<file path="config.mk">
export PLATFORM = sky130hd
export DESIGN_NAME = riscv_core_redirect_controller
export DESIGN_NICKNAME = d
export VERILOG_FILES = /design/src/rtl/riscv_core_redirect_controller.sv
export SDC_FILE = /design/constraint.sdc
export NUM_CORES = 1
export LEC_CHECK = 0
export BUFFER_PORTS_ARGS = -buffer_cell sky130_fd_sc_hd__buf_2
export CORE_AREA = 2 2 166 168
export DETAILED_ROUTE_END_ITERATION = 7
export DIE_AREA = 0 0 168 170
export PLACE_DENSITY = 0.58
export SLEW_MARGIN = 40
export SYNTH_ARGS = -nofsm -noshare
export SYNTH_HDL_FRONTEND = slang
export SYNTH_SLANG_ARGS = --single-unit
</file>
<file path="constraint.sdc">
create_clock -name clk -period 2.2 [get_ports clk]
set_clock_uncertainty 0.1 [all_clocks]
set_input_delay 0.11 -clock clk [delete_from_list [all_inputs] [get_ports clk]]
set_output_delay 0.11 -clock clk [all_outputs]
set_load 0.03 [all_outputs]
</file>
<file path="src/rtl/riscv_core_redirect_controller.sv">
// Purpose: turns a resolved EX control-flow event into a flush/redirect sequence and a BTB training update.
// Latency: flush for FLUSH_CYCLES cycles after acceptance, redirect in the next cycle; BTB update visible the cycle after acceptance.
// Backpressure: redirect is held until i_fetch_ready; BTB buffer is held until i_btb_ready; EX is stalled meanwhile.
module riscv_core_redirect_controller #(
   parameter int ALEN         = 64,
   parameter int FLUSH_CYCLES = 2,
   // Width of the internal misprediction counter; the output is zero-extended to 32 bits.
   parameter int CNT_W        = 32
) (
   input  logic            clk,
   input  logic            rst,
   input  logic            i_ex_valid,
   input  logic            i_is_branch,
   input  logic            i_is_jump,
   input  logic            i_is_taken,
   input  logic            i_mis_prediction,
   input  logic [ALEN-1:0] i_recovery_address,
   input  logic [ALEN-1:0] i_ex_pc,
   input  logic [ALEN-1:0] i_ex_target,
   input  logic            i_fetch_ready,
   input  logic            i_btb_ready,
   output logic            o_stall_ex,
   output logic            o_flush,
   output logic            o_redirect_valid,
   output logic [ALEN-1:0] o_redirect_address,
   output logic            o_btb_upd_valid,
   output logic [ALEN-1:0] o_btb_upd_pc,
   output logic [ALEN-1:0] o_btb_upd_target,
   output logic            o_btb_upd_taken,
   output logic [31:0]     o_mispredict_count
);

   typedef enum logic [1:0] {
      ST_IDLE     = 2'd0,
      ST_FLUSH    = 2'd1,
      ST_REDIRECT = 2'd2
   } state_t;

   localparam logic [3:0]       FLUSH_INIT = 4'(FLUSH_CYCLES);
   localparam logic [CNT_W-1:0] CNT_MAX    = '1;

   state_t           state_q, state_d;
   logic [3:0]       flush_cnt_q, flush_cnt_d;
   logic [ALEN-1:0]  redir_addr_q, redir_addr_d;
   logic             upd_full_q, upd_full_d;
   logic [ALEN-1:0]  upd_pc_q, upd_pc_d;
   logic [ALEN-1:0]  upd_tgt_q, upd_tgt_d;
   logic             upd_taken_q, upd_taken_d;
   logic [CNT_W-1:0] miss_cnt_q, miss_cnt_d;

   logic accept;

   // EX is held while a sequence is in flight or the BTB buffer cannot drain this cycle.
   assign o_stall_ex = (state_q != ST_IDLE) | (upd_full_q & ~i_btb_ready);
   assign accept     = i_ex_valid & (i_is_branch | i_is_jump) & ~o_stall_ex;

   assign o_flush            = (state_q == ST_FLUSH);
   assign o_redirect_valid   = (state_q == ST_REDIRECT);
   assign o_redirect_address = redir_addr_q;
   assign o_btb_upd_valid    = upd_full_q;
   assign o_btb_upd_pc       = upd_pc_q;
   assign o_btb_upd_target   = upd_tgt_q;
   assign o_btb_upd_taken    = upd_taken_q;
   assign o_mispredict_count = 32'(miss_cnt_q);

   // Next-state logic: FSM sequencing, BTB buffer write/drain and saturating miss counter.
   always_comb begin
      state_d      = state_q;
      flush_cnt_d  = flush_cnt_q;
      redir_addr_d = redir_addr_q;
      upd_full_d   = upd_full_q;
      upd_pc_d     = upd_pc_q;
      upd_tgt_d    = upd_tgt_q;
      upd_taken_d  = upd_taken_q;
      miss_cnt_d   = miss_cnt_q;

      case (state_q)
         ST_IDLE: begin
            if (accept && i_mis_prediction) begin
               redir_addr_d = i_recovery_address;
               flush_cnt_d  = FLUSH_INIT;
               state_d      = ST_FLUSH;
            end
         end
         ST_FLUSH: begin
            // Leaving at a count of 1 gives exactly FLUSH_CYCLES flush cycles.
            if (flush_cnt_q <= 4'd1) begin
               flush_cnt_d = 4'd0;
               state_d     = ST_REDIRECT;
            end else begin
               flush_cnt_d = flush_cnt_q - 4'd1;
            end
         end
         ST_REDIRECT: begin
            if (i_fetch_ready) begin
               state_d = ST_IDLE;
            end
         end
         default: state_d = ST_IDLE;
      endcase

      // Drain first so that a same-edge write overrides it.
      if (upd_full_q && i_btb_ready) begin
         upd_full_d = 1'b0;
      end
      if (accept) begin
         upd_full_d  = 1'b1;
         upd_pc_d    = i_ex_pc;
         upd_tgt_d   = i_ex_target;
         upd_taken_d = i_is_taken | i_is_jump;
      end

      if (accept && i_mis_prediction && (miss_cnt_q != CNT_MAX)) begin
         miss_cnt_d = miss_cnt_q + CNT_W'(1);
      end
   end

   // State registers with synchronous reset taking priority over everything.
   always_ff @(posedge clk) begin
      if (rst) begin
         state_q      <= ST_IDLE;
         flush_cnt_q  <= 4'd0;
         redir_addr_q <= '0;
         upd_full_q   <= 1'b0;
         upd_pc_q     <= '0;
         upd_tgt_q    <= '0;
         upd_taken_q  <= 1'b0;
         miss_cnt_q   <= '0;
      end else begin
         state_q      <= state_d;
         flush_cnt_q  <= flush_cnt_d;
         redir_addr_q <= redir_addr_d;
         upd_full_q   <= upd_full_d;
         upd_pc_q     <= upd_pc_d;
         upd_tgt_q    <= upd_tgt_d;
         upd_taken_q  <= upd_taken_d;
         miss_cnt_q   <= miss_cnt_d;
      end
   end

endmodule

</file>
* After elaboration in Yosys (flattened, before gate mapping)
Cells that the tools add are included.
** Cells by class
- Bitwise gates (word level) :: 8
- Eq/ne operators :: 6
- Muxes and demuxes :: 9
- Reduce and logical (&&, ||, !) cells :: 10
- Order comparisons :: 1
- $add $sub $neg :: 2
** Operators by type and width (number)
- 32-bit by 1-bit adder with 32-bit output (second input constant) :: 1
- 32-bit inequality test (second input constant) :: 1
- 4-bit 2-to-1 mux :: 2
- 4-bit one-hot mux with 2 select lines :: 1
- 2-bit 2-to-1 mux :: 3
- 2-bit one-hot mux with 3 select lines :: 1
- 2-bit nonzero test :: 3
- 4-bit by 1-bit <= comparator with 1-bit output (second input constant) :: 1
- 2-bit inequality test (second input constant) :: 2
- 2-bit AND reduction :: 2
- 4-bit by 1-bit subtractor with 4-bit output (second input constant) :: 1
- 1-bit bitwise AND :: 3
- 1-bit logical AND :: 3
- 1-bit bitwise OR :: 3
- 3-bit AND reduction :: 1
- 2-bit by 1-bit == test with 1-bit output (second input constant) :: 1
- 2-bit == test (second input constant) :: 1
- 2-bit logical NOT :: 1
- 1-bit 2-to-1 mux :: 2
- 2-bit by 1-bit inequality test with 1-bit output (second input constant) :: 1
- 1-bit NOT :: 2
** Storage, ports and cells
- Output and inout port bits :: 229
- Word-level logic and storage cells :: 44
- Register bits :: 232
- Input bits :: 201

* Logic depth before layout (Yosys ltp)
Gate-level depths: netlist of the first run.
- Word-level depth :: 8
- Gate-level depth with buffers :: 8
- Depth with buffers taken out :: 7

* Least setup slack after synthesis of the first run
OpenSTA, ideal clock, no wires.
- Path type :: register to register
- Start point :: register miss_cnt_q[0] (netlist: o_mispredict_count[0])
- End point :: register miss_cnt_q[30] (netlist: o_mispredict_count[30])
- Library setup time :: 70 ps
- Buffers on the path :: 0
- Data required time :: 2030 ps
- Stages on the path, launching flop included :: 7
- Arrival :: 2167 ps
- Slack :: -137 ps
- Clock period less this slack :: 2337 ps
- Cells stage by stage :: dfxtp_1 -> ha_1 -> nand2_1 -> or3_4 -> a2111o_1 -> or4_1 -> a21oi_1
** Between the ends
- Cells in the longest elaborated chain, start to end :: 2
- Elaborated cells on any way between the ends :: 3
- Classes of those cells :: add/sub: 1; eq/ne: 1; reduce/logical: 1
** RTL lines
- from (decl) :: RTL line 49 : logic [CNT_W-1:0] miss_cnt_q, miss_cnt_d;
- from (signal assigned) :: RTL line 137 : miss_cnt_q <= miss_cnt_d;
- parallel branches: the longest is 2 deep, another holds 32-bit by 1-bit adder with 32-bit output
Parallel ways; which one is timed is not known.
A chain may end at the register's enable or synchronous reset.

* Final worst setup path of the first run
- Start point :: register miss_cnt_q[14] (netlist: o_mispredict_count[14])
- End point :: register miss_cnt_q[31] (netlist: o_mispredict_count[31])
Same word-level chain as after synthesis.

==> results.tsv, run 1 <==
metric	value	unit
status	finished clean	
Total GRT Usage	19.9	%
Hold Path Cell Cnt	6	
power share of the combinational group	17.1	%
Final Max Tran Viols	0	
met1 Use GR	22.4	%
first-pass GRT wire length	47000	um
Hold Vio Cnt, Final	0	
Worst Max-Slew Pin Slew	0.688	ns
Reg2Reg Setup Slack	0.11	ns
drt total wl	30600	um
crit path launch type	register	
top_reg_cell synth	dfxtp_1	
Cell Area, Synth	0.00858	mm^2
# setup viols final	0	
Core Area	0.0267	mm^2
initial antenna violation count	2	
commonest non-fill, non-tap cell in the layout	buf_2	
CTS Sinks	232	
MaxCap Viol Count	0	
final hold slack	0.165	ns
leakage power	6.45	nW
final core utilization	53.3	%
Slew HR	54.1	%
nets	1915	
GRT met3 Usage	4.77	%
placed cell count	1819	
largest net degree at the start of global routing	78	
FP Rows	60	
# fillers	2481	
Worst Path Max Fanout	5	
Ys Warns	0	
drt pass-1 iters	5	
RSZ-0062 raised after global routing	false	
DPL Wire Length	19800	um
clk buf depth	3	
clk root buf	clkbuf_16	
sequential cell area fraction in the yosys report	54.2	%
total power	10.6	mW
commonest cells after routing, fill and taps aside	buf_2, nand2_1, dfxtp_1	
Clock Pin Slew Worst Setup and Hold Paths	0.06	ns
Synth Register Bits	232	
Die ar.	0.0286	mm^2
post-synthesis area per instance	7.92	um^2
initial DRC count	494	
Routability Congestion	0.792	
Die Y	170	um
Layout area overhead	65.6	%
Initial Util	32.2	%
routed vias/inst	4.72	
DR WL/cell	14.8	um
Num CTS Buffers	27	
Pwr Density	748	mW/mm^2
# DRC	0	
syn_nets	1287	
post-route insts no fill	2071	
number of global-route vias before repair	9518	
ys async rst share	0	%
post-route ant nets	0	
Cell Int Power	7.72	mW
setup TNS	0	ns
kind of critical path	register to register	
Hold Crit Class	input pin to register	
Critical Path RT	2.51	ns
Reg area	0.00466	mm^2
count of cell types in the netlist	45	
synthesized netlist cell count	1083	
share of cells above drive strength 1	31.5	%
EDFF count, synth	0	
Net Sw Frac	27.3	%
fmax	0.478	GHz
Reg power frac	42.6	%
Worst VDD drop	0.551	mV
Horiz. Die Dim	168	um
CTS tree	yes	
period utilisation layout	95.2	%
# H-tree levels	1	
sw power	2.90	mW
latest clock arrival within the worst-skew pair	0.52	ns
PortBufs	429	
DR vias	9767	
total grt overflow	0	
power share of the clock group	40.4	%
Arrival @ worst endpoint	2.40	ns
Multi-input gate area	0.00367	mm^2
worst r2r path cells	4	
Tmin final	2.09	ns
most crowded layer after global routing	met2	
IO Pins	430	
Critical Path Sink Type	register	
GR Util met2	36.2	%
-- state kept, by name, indices dropped and copies added, names as in the netlist --
name,flops
o_btb_upd_taken,1
o_btb_upd_valid,1
o_btb_upd_pc,64
flush_cnt_q,4
o_redirect_address,64
o_btb_upd_target,64
o_mispredict_count,32
state_q,2
-- per-stage QoR --
| stage | cell area (um^2) | worst slack [ns] |
|---|---|---|
| finish | 14200 | 0.107 |
| global route | 14200 | 0.00737 |
| CTS | 14200 | 0.0449 |
| detailed placement | 11300 | 0.0763 |
| global placement | 11300 | 0.116 |
| floorplan | 8590 | 0.00628 |
-- path summary, 6_finish.rpt --
check / startpoint / to
max reg2reg: o_mispredict_count[14]$_SDFFE_PP0P_ / o_mispredict_count[31]$_SDFFE_PP0P_
min reg2reg: o_btb_upd_target[30]$_SDFFE_PP0P_ / o_btb_upd_target[30]$_SDFFE_PP0P_
min: i_mis_prediction / o_mispredict_count[2]$_SDFFE_PP0P_
max: o_mispredict_count[14]$_SDFFE_PP0P_ / o_mispredict_count[31]$_SDFFE_PP0P_
-- routing by layer --
layer	up-vias	share of wire [%]	routed length, um
met4	0	4.1	1260
met3	81	7.1	2170
met2	351	49	15000
met5	-	0	0
li1	4852	-	-
met1	4483	40	12200
-- final cells by class --
cell class / count / area share, %
well taps: 341 / 3.00
inverters: 8 / 0.211
clock inverters: 3 / 0.282
clock buffers: 42 / 5.65
diodes: 3 / 0.0528
repair buffers: 672 / 32.2
flip-flops and latches: 232 / 32.8
multi-input cells: 770 / 25.8
-- synthesized netlist by cell type, types with 2 or more instances --
| master | count | area (um^2) |
|---|---|---|
| o31ai_1 | 12 | 90.1 |
| nor4_1 | 2 | 12.5 |
| and4_1 | 3 | 26.3 |
| a21oi_1 | 212 | 1060 |
| dfxtp_1 | 232 | 4640 |
| mux2_2 | 6 | 67.6 |
| inv_1 | 8 | 30.0 |
| clkbuf_1 | 62 | 233 |
| a211oi_1 | 2 | 15.0 |
| nand3_1 | 13 | 65.1 |
| o21ai_0 | 10 | 50.1 |
| and3_1 | 5 | 31.3 |
| buf_1 | 9 | 33.8 |
| nor2_1 | 28 | 105 |
| or3_1 | 5 | 31.3 |
| nand4_1 | 12 | 75.1 |
| xnor2_1 | 6 | 52.6 |
| mux2_1 | 2 | 22.5 |
| nor4_2 | 2 | 25.0 |
| nor2b_1 | 10 | 62.6 |
| or4_1 | 11 | 82.6 |
| nand2b_1 | 3 | 18.8 |
| a31oi_1 | 2 | 12.5 |
| nand2_1 | 397 | 1490 |
| ha_1 | 3 | 37.5 |
| nor3_1 | 7 | 35.0 |
-- worst max-delay path: stages (launching register included) --
cell and delay [ns]:
dfxtp_1 0.40, nand4_1 0.26, or4_4 0.52, nor4_1 0.35, mux2_1 0.35
-- cells by family (layout without fill, tap and decap cells) --
logic type,Yosys count,in the layout,share of synthesized area (%)
multiplexers,9,9,1.17
other,0,3,0
flip-flops,232,232,54.2
buffers and inverters,81,725,3.60
adder cells (fa/ha/maj),3,3,0.438
AO/OA/AOI/OAI,245,245,15.0
AND/OR/NAND/NOR,507,507,25.0
XOR/XNOR,6,6,0.613
-- power groups by stage --
| stage | Sequential [mW] | Combinational (mW) | Clock, mW |
|---|---|---|---|
| 2_1_floorplan | 5.03 | 0.486 | 0 |
| 3_3_place_gp | 4.60 | 1.51 | 0 |
| 5_1_grt | 4.55 | 1.95 | 4.56 |
| 4_1_cts | 4.52 | 1.81 | 4.41 |
| 3_5_place_dp | 4.61 | 1.52 | 0 |
| 6_report | 4.52 | 1.81 | 4.29 |
-- repair_timing --
item / CTS / global route
endpoints found under the setup margin: 0 / 26
endpoints found under the hold margin: 210 / 0
setup buffers: 0 / 2
hold buffers: 202 / 0
gates resized for setup: 0 / 9
(Power assumes the default switching activity.)
==> run 2, diff against run 1 <==
--- a/config.mk
+++ b/config.mk
@@ -6,10 +6,12 @@
 export NUM_CORES = 1
 export LEC_CHECK = 0
 export BUFFER_PORTS_ARGS = -buffer_cell sky130_fd_sc_hd__buf_2
-export CORE_AREA = 2 2 166 168
+export CELL_PAD_IN_SITES_DETAIL_PLACEMENT = 2
+export CELL_PAD_IN_SITES_GLOBAL_PLACEMENT = 2
+export CORE_ASPECT_RATIO = 0.9
+export CORE_UTILIZATION = 22
 export DETAILED_ROUTE_END_ITERATION = 7
-export DIE_AREA = 0 0 168 170
-export PLACE_DENSITY = 0.58
+export PLACE_DENSITY = 0.72
 export SLEW_MARGIN = 40
 export SYNTH_ARGS = -nofsm -noshare
 export SYNTH_HDL_FRONTEND = slang
==> run 2 against run 1 <==
Net effect: global-route usage increased by 2.2 points; die area increased by 39%; utilization down 15 points; sequential power barely moved; design area is 2.2% higher; sequential share of layout area fell by 0.70 points; final cell count grew 9.2%; critical path depth rose by 1; combinational power up 8%; flip-flop and latch count unchanged; clock-buffer cell count is 5 lower; largest cell class unchanged.
==> results.tsv, run 2 (synthesis gave the netlist of run 1 again) <==
metric	value	unit
worst r2r src	o_mispredict_count[11]$_SDFFE_PP0P_	
Reg power frac	41.1	%
number of global-route vias before repair	11700	
DR vias	10400	
Routability Congestion	0.774	
total grt overflow	0	
initial DRC count	374	
power share of the combinational group	17.7	%
first-pass GRT wire length	68500	um
Tmin final	2.11	ns
Clock Pin Slew Worst Setup and Hold Paths	0.06	ns
IO Pins	430	
clk buf depth	3	
Critical Path RT	2.58	ns
Reg2Reg Setup Slack	0.09	ns
MaxCap Viol Count	0	
Net Sw Frac	29.9	%
CTS tree	yes	
largest net degree at the start of global routing	72	
Cell Int Power	7.76	mW
status	finished clean	
RSZ-0062 raised after global routing	true	
Max stage delay on crit path	0.53	ns
CTS Sinks	232	
Horiz. Die Dim	210	um
Worst Max-Slew Pin Slew	0.813	ns
routed vias/inst	4.58	
period utilisation layout	95.9	%
Hold Path Origin	i_mis_prediction	
# DRC	0	
Arrival @ worst endpoint	2.49	ns
crit-path cells	and4_1, nand4_1, a2111o_1, or4_1, a21oi_1	
# fillers	4326	
Initial Util	22.4	%
clk root buf	clkbuf_16	
# H-tree levels	1	
drt pass-1 iters	4	
Die Y	189	um
Worst Path Max Fanout	6	
Slew HR	45.8	%
DR WL/cell	20.1	um
Die ar.	0.0398	mm^2
Worst VDD drop	0.602	mV
Total GRT Usage	22.0	%
Hold Crit Class	input pin to register	
pre-CTS setup slack	-0.0186	ns
Hold Path Cell Cnt	6	
Pwr Density	762	mW/mm^2
post-route ant nets	0	
DPL Wire Length	26700	um
final core utilization	37.8	%
Critical Path Sink Type	register	
fmax	0.474	GHz
final hold slack	0.180	ns
power share of the clock group	41.1	%
kind of critical path	register to register	
commonest non-fill, non-tap cell in the layout	buf_2	
nets	1917	
drt total wl	45600	um
final worst slack	0.0909	ns
crit path launch type	register	
leakage power	6.50	nW
slowest CP cell	a2111o_1	
setup TNS	0	ns
Final Max Tran Viols	0	
Hold Vio Cnt, Final	0	
r2r endpoint	o_mispredict_count[30]$_SDFFE_PP0P_	
share of cells above drive strength 1	32.4	%
commonest cells after routing, fill and taps aside	buf_2, nand2_1, dfxtp_1	
FP Rows	68	
hold path endpoint	o_mispredict_count[2]$_SDFFE_PP0P_	
Layout area overhead	69.2	%
# setup viols final	0	
PortBufs	429	
Num CTS Buffers	28	
latest clock arrival within the worst-skew pair	0.54	ns
worst r2r path cells	5	
initial antenna violation count	3	
Core Area	0.0384	mm^2
sw power	3.30	mW
[run 2: cell count changes in the layout (fill, tap and decap cells not counted), moves of 2 or more]
cell and delta:
dlygate4sd3_1 -5, clkbuf_1 -6, clkbuf_16 +2, buf_4 +4
clkinv_2 +9, buf_12 +2
[run 2: area by class of cell]
type | instances | area, um^2 | share of cell area [%]
Tap cell | 525 | 657 | 4.53
Clock buffer | 37 | 816 | 5.62
Clock inverter | 14 | 82.6 | 0.569
Inverter | 8 | 30.0 | 0.207
Multi-Input combinational cell | 770 | 3670 | 25.3
Sequential cell | 232 | 4660 | 32.1
Antenna cell | 3 | 7.51 | 0.0517
Timing Repair Buffer | 673 | 4590 | 31.6
[run 2: worst max path at each step]
| stage | end | startpoint | depth (start not counted) | slack (ns) |
|---|---|---|---|---|
| after floorplan | o_mispredict_count[23]$_SDFFE_PP0P_ | o_mispredict_count[4]$_SDFFE_PP0P_ | 6 | 0.006 |
| after global placement | o_mispredict_count[3]$_SDFFE_PP0P_ | o_mispredict_count[13]$_SDFFE_PP0P_ | 6 | 0.04 |
| after detailed placement | o_mispredict_count[3]$_SDFFE_PP0P_ | o_mispredict_count[13]$_SDFFE_PP0P_ | 6 | -0.02 |
| after CTS | o_mispredict_count[3]$_SDFFE_PP0P_ | o_mispredict_count[13]$_SDFFE_PP0P_ | 6 | 0.03 |
| after global routing | o_mispredict_count[19]$_SDFFE_PP0P_ | o_mispredict_count[19]$_SDFFE_PP0P_ | 7 | -0.06 |
| final | o_mispredict_count[30]$_SDFFE_PP0P_ | o_mispredict_count[11]$_SDFFE_PP0P_ | 5 | 0.09 |
[run 2: critical path, delay by kind of cell, from the launching register on]
| family | cells | cell delay [ns] |
|---|---|---|
| AND/OR/NAND/NOR | 3 | 0.87 |
| AO/OA/AOI/OAI | 2 | 0.68 |
| flip-flops | 1 | 0.39 |
[run 2: repair_timing]
action,in CTS,in global routing
setup endpoints to repair,4,20
endpoints found under the hold margin,222,0
buffers inserted,1,2
pin swaps,1,4
hold buffers,197,0
gates resized for setup,1,8
[run 2: metal layers]
| metal | track usage, % | wire [um] | vias to the layer above |
|---|---|---|---|
| li1 | - | - | 4852 |
| met2 | 42.1 | 24200 | 319 |
| met5 | 0 | 0 | - |
| met4 | 7.97 | 1710 | 0 |
| met3 | 4.53 | 2290 | 89 |
| met1 | 23.7 | 17300 | 5106 |
[run 2: power by group through the flow]
| stage | Sequential (mW) | Clock, mW | Combinational (mW) |
|---|---|---|---|
| after floorplan | 5.03 | 0 | 0.486 |
| after global placement | 4.60 | 0 | 1.58 |
| after detailed placement | 4.62 | 0 | 1.61 |
| after CTS | 4.53 | 4.69 | 1.91 |
| after global routing | 4.57 | 4.87 | 2.09 |
| final | 4.55 | 4.55 | 1.96 |
[run 2: metrics by stage]
step	std cells	area [um^2]	total power [mW]
2_1_floorplan	1083	8590	5.52
3_3_place_gp	2008	11600	6.18
3_5_place_dp	2008	11600	6.23
4_1_cts	2257	14500	11.1
5_1_grt	2262	14500	11.5
6_report	2262	14500	11.1
==> run 3, diff against run 2 <==
--- a/config.mk
+++ b/config.mk
@@ -5,13 +5,14 @@
 export SDC_FILE = /design/constraint.sdc
 export NUM_CORES = 1
 export LEC_CHECK = 0
+export ABC_AREA = 1
 export BUFFER_PORTS_ARGS = -buffer_cell sky130_fd_sc_hd__buf_2
 export CELL_PAD_IN_SITES_DETAIL_PLACEMENT = 2
 export CELL_PAD_IN_SITES_GLOBAL_PLACEMENT = 2
 export CORE_ASPECT_RATIO = 0.9
 export CORE_UTILIZATION = 22
 export DETAILED_ROUTE_END_ITERATION = 7
-export PLACE_DENSITY = 0.72
+export PLACE_DENSITY = 0.73
 export SLEW_MARGIN = 40
 export SYNTH_ARGS = -nofsm -noshare
 export SYNTH_HDL_FRONTEND = slang
==> run 3 against run 2 <==
Net effect: sequential share of layout area shrank 0.94 points; critical path depth rose by 3; flip-flop and latch count unchanged; utilization fell by 1.3 points; combinational power rose by 21%; global-route usage up 0.12 points; highest routed layer is now met5; design area grew 2.6%.
==> results.tsv, run 3 <==
metric	value	unit
# setup viols final	0	
Arrival @ worst endpoint	2.36	ns
sequential cell area fraction in the yosys report	51.0	%
DR WL/cell	19.9	um
Worst Path Max Fanout	21	
Critical Path RT	2.55	ns
Post-Route M1 WL	18700	um
period utilisation layout	91.1	%
ys async rst share	0	%
fmax	0.499	GHz
routed vias/inst	4.55	
EDFF count, synth	0	
Synth top area share	51.0	%
setup repair bufs after CTS	0	
syn_nets	1441	
crit-path cells	inv_1, nor2_1, nor2_4, nand2_4, inv_4, nor2_1, nor2_1, dlygate4sd3_1	
top_reg_cell synth	dfxtp_1	
Synth Register Bits	232	
worst r2r path cells	8	
crit path launch type	register	
commonest non-fill, non-tap cell in the layout	buf_2	
synthesized netlist cell count	1237	
total grt overflow	0	
most common library cells after synthesis	nor2_1, dfxtp_1, nand2_1	
Routability Congestion	0.784	
FP Rows	70	
Clock Pin Slew Worst Setup and Hold Paths	0.07	ns
setup TNS	0	ns
# DRC	0	
post-synthesis area per instance	7.36	um^2
Max stage delay on crit path	0.56	ns
first-pass GRT wire length	73000	um
RSZ-0062 raised after global routing	false	
DPL Wire Length	28700	um
IO Pins	430	
post-route ant nets	0	
most numerous cell in the Yosys netlist	nor2_1	
met3 wire length	3190	um
Final Max Tran Viols	0	
top layer in use	met5	
# fillers	4690	
CTS tree	yes	
Initial Util	22.4	%
Cell Area, Synth	0.00910	mm^2
leakage power	6.73	nW
Worst Max-Slew Pin Slew	0.445	ns
Hold Vio Cnt, Final	0	
final core utilization	36.6	%
# H-tree levels	1	
Core Area	0.0407	mm^2
status	finished clean	
MaxCap Viol Count	0	
share of cells above drive strength 1	29.2	%
number of global-route vias before repair	12500	
initial DRC count	375	
Layout area overhead	63.7	%
clk buf depth	3	
Horiz. Die Dim	216	um
Die Y	195	um
kind of critical path	register to register	
Hold Path Cell Cnt	7	
clk root buf	clkbuf_16	
Worst VDD drop	0.454	mV
DR vias	11000	
Total GRT Usage	22.2	%
CP dominant cell by count	nor2_1	
largest net degree at the start of global routing	78	
final hold slack	0.0890	ns
drt pass-1 iters	4	
Hold Crit Class	input pin to register	
latest clock arrival within the worst-skew pair	0.56	ns
count of cell types in the netlist	30	
Num CTS Buffers	28	
Pwr Density	829	mW/mm^2
Ys Warns	0	
slowest CP cell	dlygate4sd3_1	
Die ar.	0.0422	mm^2
Synth area leader	dfxtp_1	
Slew HR	70.3	%
commonest cells after routing, fill and taps aside	buf_2, nor2_1, dfxtp_1	
drt total wl	48000	um
met2 wire len	24200	um
PortBufs	429	
nets	2051	
Tmin final	2.00	ns
initial antenna violation count	4	
synth top area cells	dfxtp_1, nor2_1, nand2_1	
Critical Path Sink Type	register	
CTS Sinks	232	
run 3: kinds of logic (layout without fill, tap and decap cells):
kind of cell | count (synthesis) | after routing | synth area share [%]
buffers and inverters | 112 | 743 | 5.86
and+or+nand+nor | 666 | 666 | 30.1
AOI/OAI and AO/OA | 222 | 222 | 12.4
adders and majority gates | 3 | 3 | 0.412
other | 0 | 2 | 0
DFF | 232 | 232 | 51.0
xor gates and xnor gates | 2 | 2 | 0.192
run 3: where the power goes:
part	switching, mW	internal [mW]
logic	1.55	0.820
clock network	2.00	3.31
registers	0.180	4.50
total	3.73	8.63
run 3: cell type report:
| type | instances | area [um^2] | share of cell area [%] |
|---|---|---|---|
| diodes | 2 | 5.00 | 0.0336 |
| flip-flops and latches | 232 | 4640 | 31.2 |
| well taps | 540 | 676 | 4.54 |
| repair buffers | 652 | 4420 | 29.7 |
| clock buffers | 41 | 870 | 5.84 |
| clock inverters | 10 | 186 | 1.25 |
| inverters | 40 | 155 | 1.04 |
| multi-input cells | 893 | 3940 | 26.4 |
run 3: what timing repair did:
| item | 4_1_cts | 5_1_grt |
|---|---|---|
| endpoints found under the setup margin | 0 | 1 |
| resized for setup | 0 | 2 |
| hold buffers | 201 | 0 |
| endpoints found under the hold margin | 200 | 0 |
run 3: worst paths after layout:
kind | from | to | slack, ns
min reg2reg | o_redirect_address[15]$_SDFFE_PP0P_ | o_redirect_address[15]$_SDFFE_PP0P_ | 0.36
min | i_ex_valid | o_mispredict_count[19]$_SDFFE_PP0P_ | 0.09
max | o_btb_upd_valid$_SDFFE_PP0P_ | o_btb_upd_valid$_SDFFE_PP0P_ | 0.20
max reg2reg | o_btb_upd_valid$_SDFFE_PP0P_ | o_btb_upd_valid$_SDFFE_PP0P_ | 0.20
run 3: per-layer routing:
layer | vias up | global-route usage [%]
li1 | 5155 | -
met1 | 5351 | 24.0
met2 | 354 | 40.6
met3 | 105 | 6.18
met4 | 4 | 8.50
met5 | - | 0
run 3: critical path, delay by kind of cell, from the launching register on:
kind / cells / cell delay [ns]
buffers and inverters: 3 / 0.72
flip-flops: 1 / 0.32
AND/OR/NAND/NOR: 5 / 0.75
run 3: through the flow:
step	setup slack (ns)	power [mW]	instances	instance area, um^2
detailed placement	0.226	6.71	2156	11800
global placement	0.321	6.65	2156	11800
finish	0.196	12.4	2410	14900
CTS	0.0763	12.4	2408	14900
floorplan	0.279	5.93	1237	9100
global route	0.00786	12.9	2410	14900
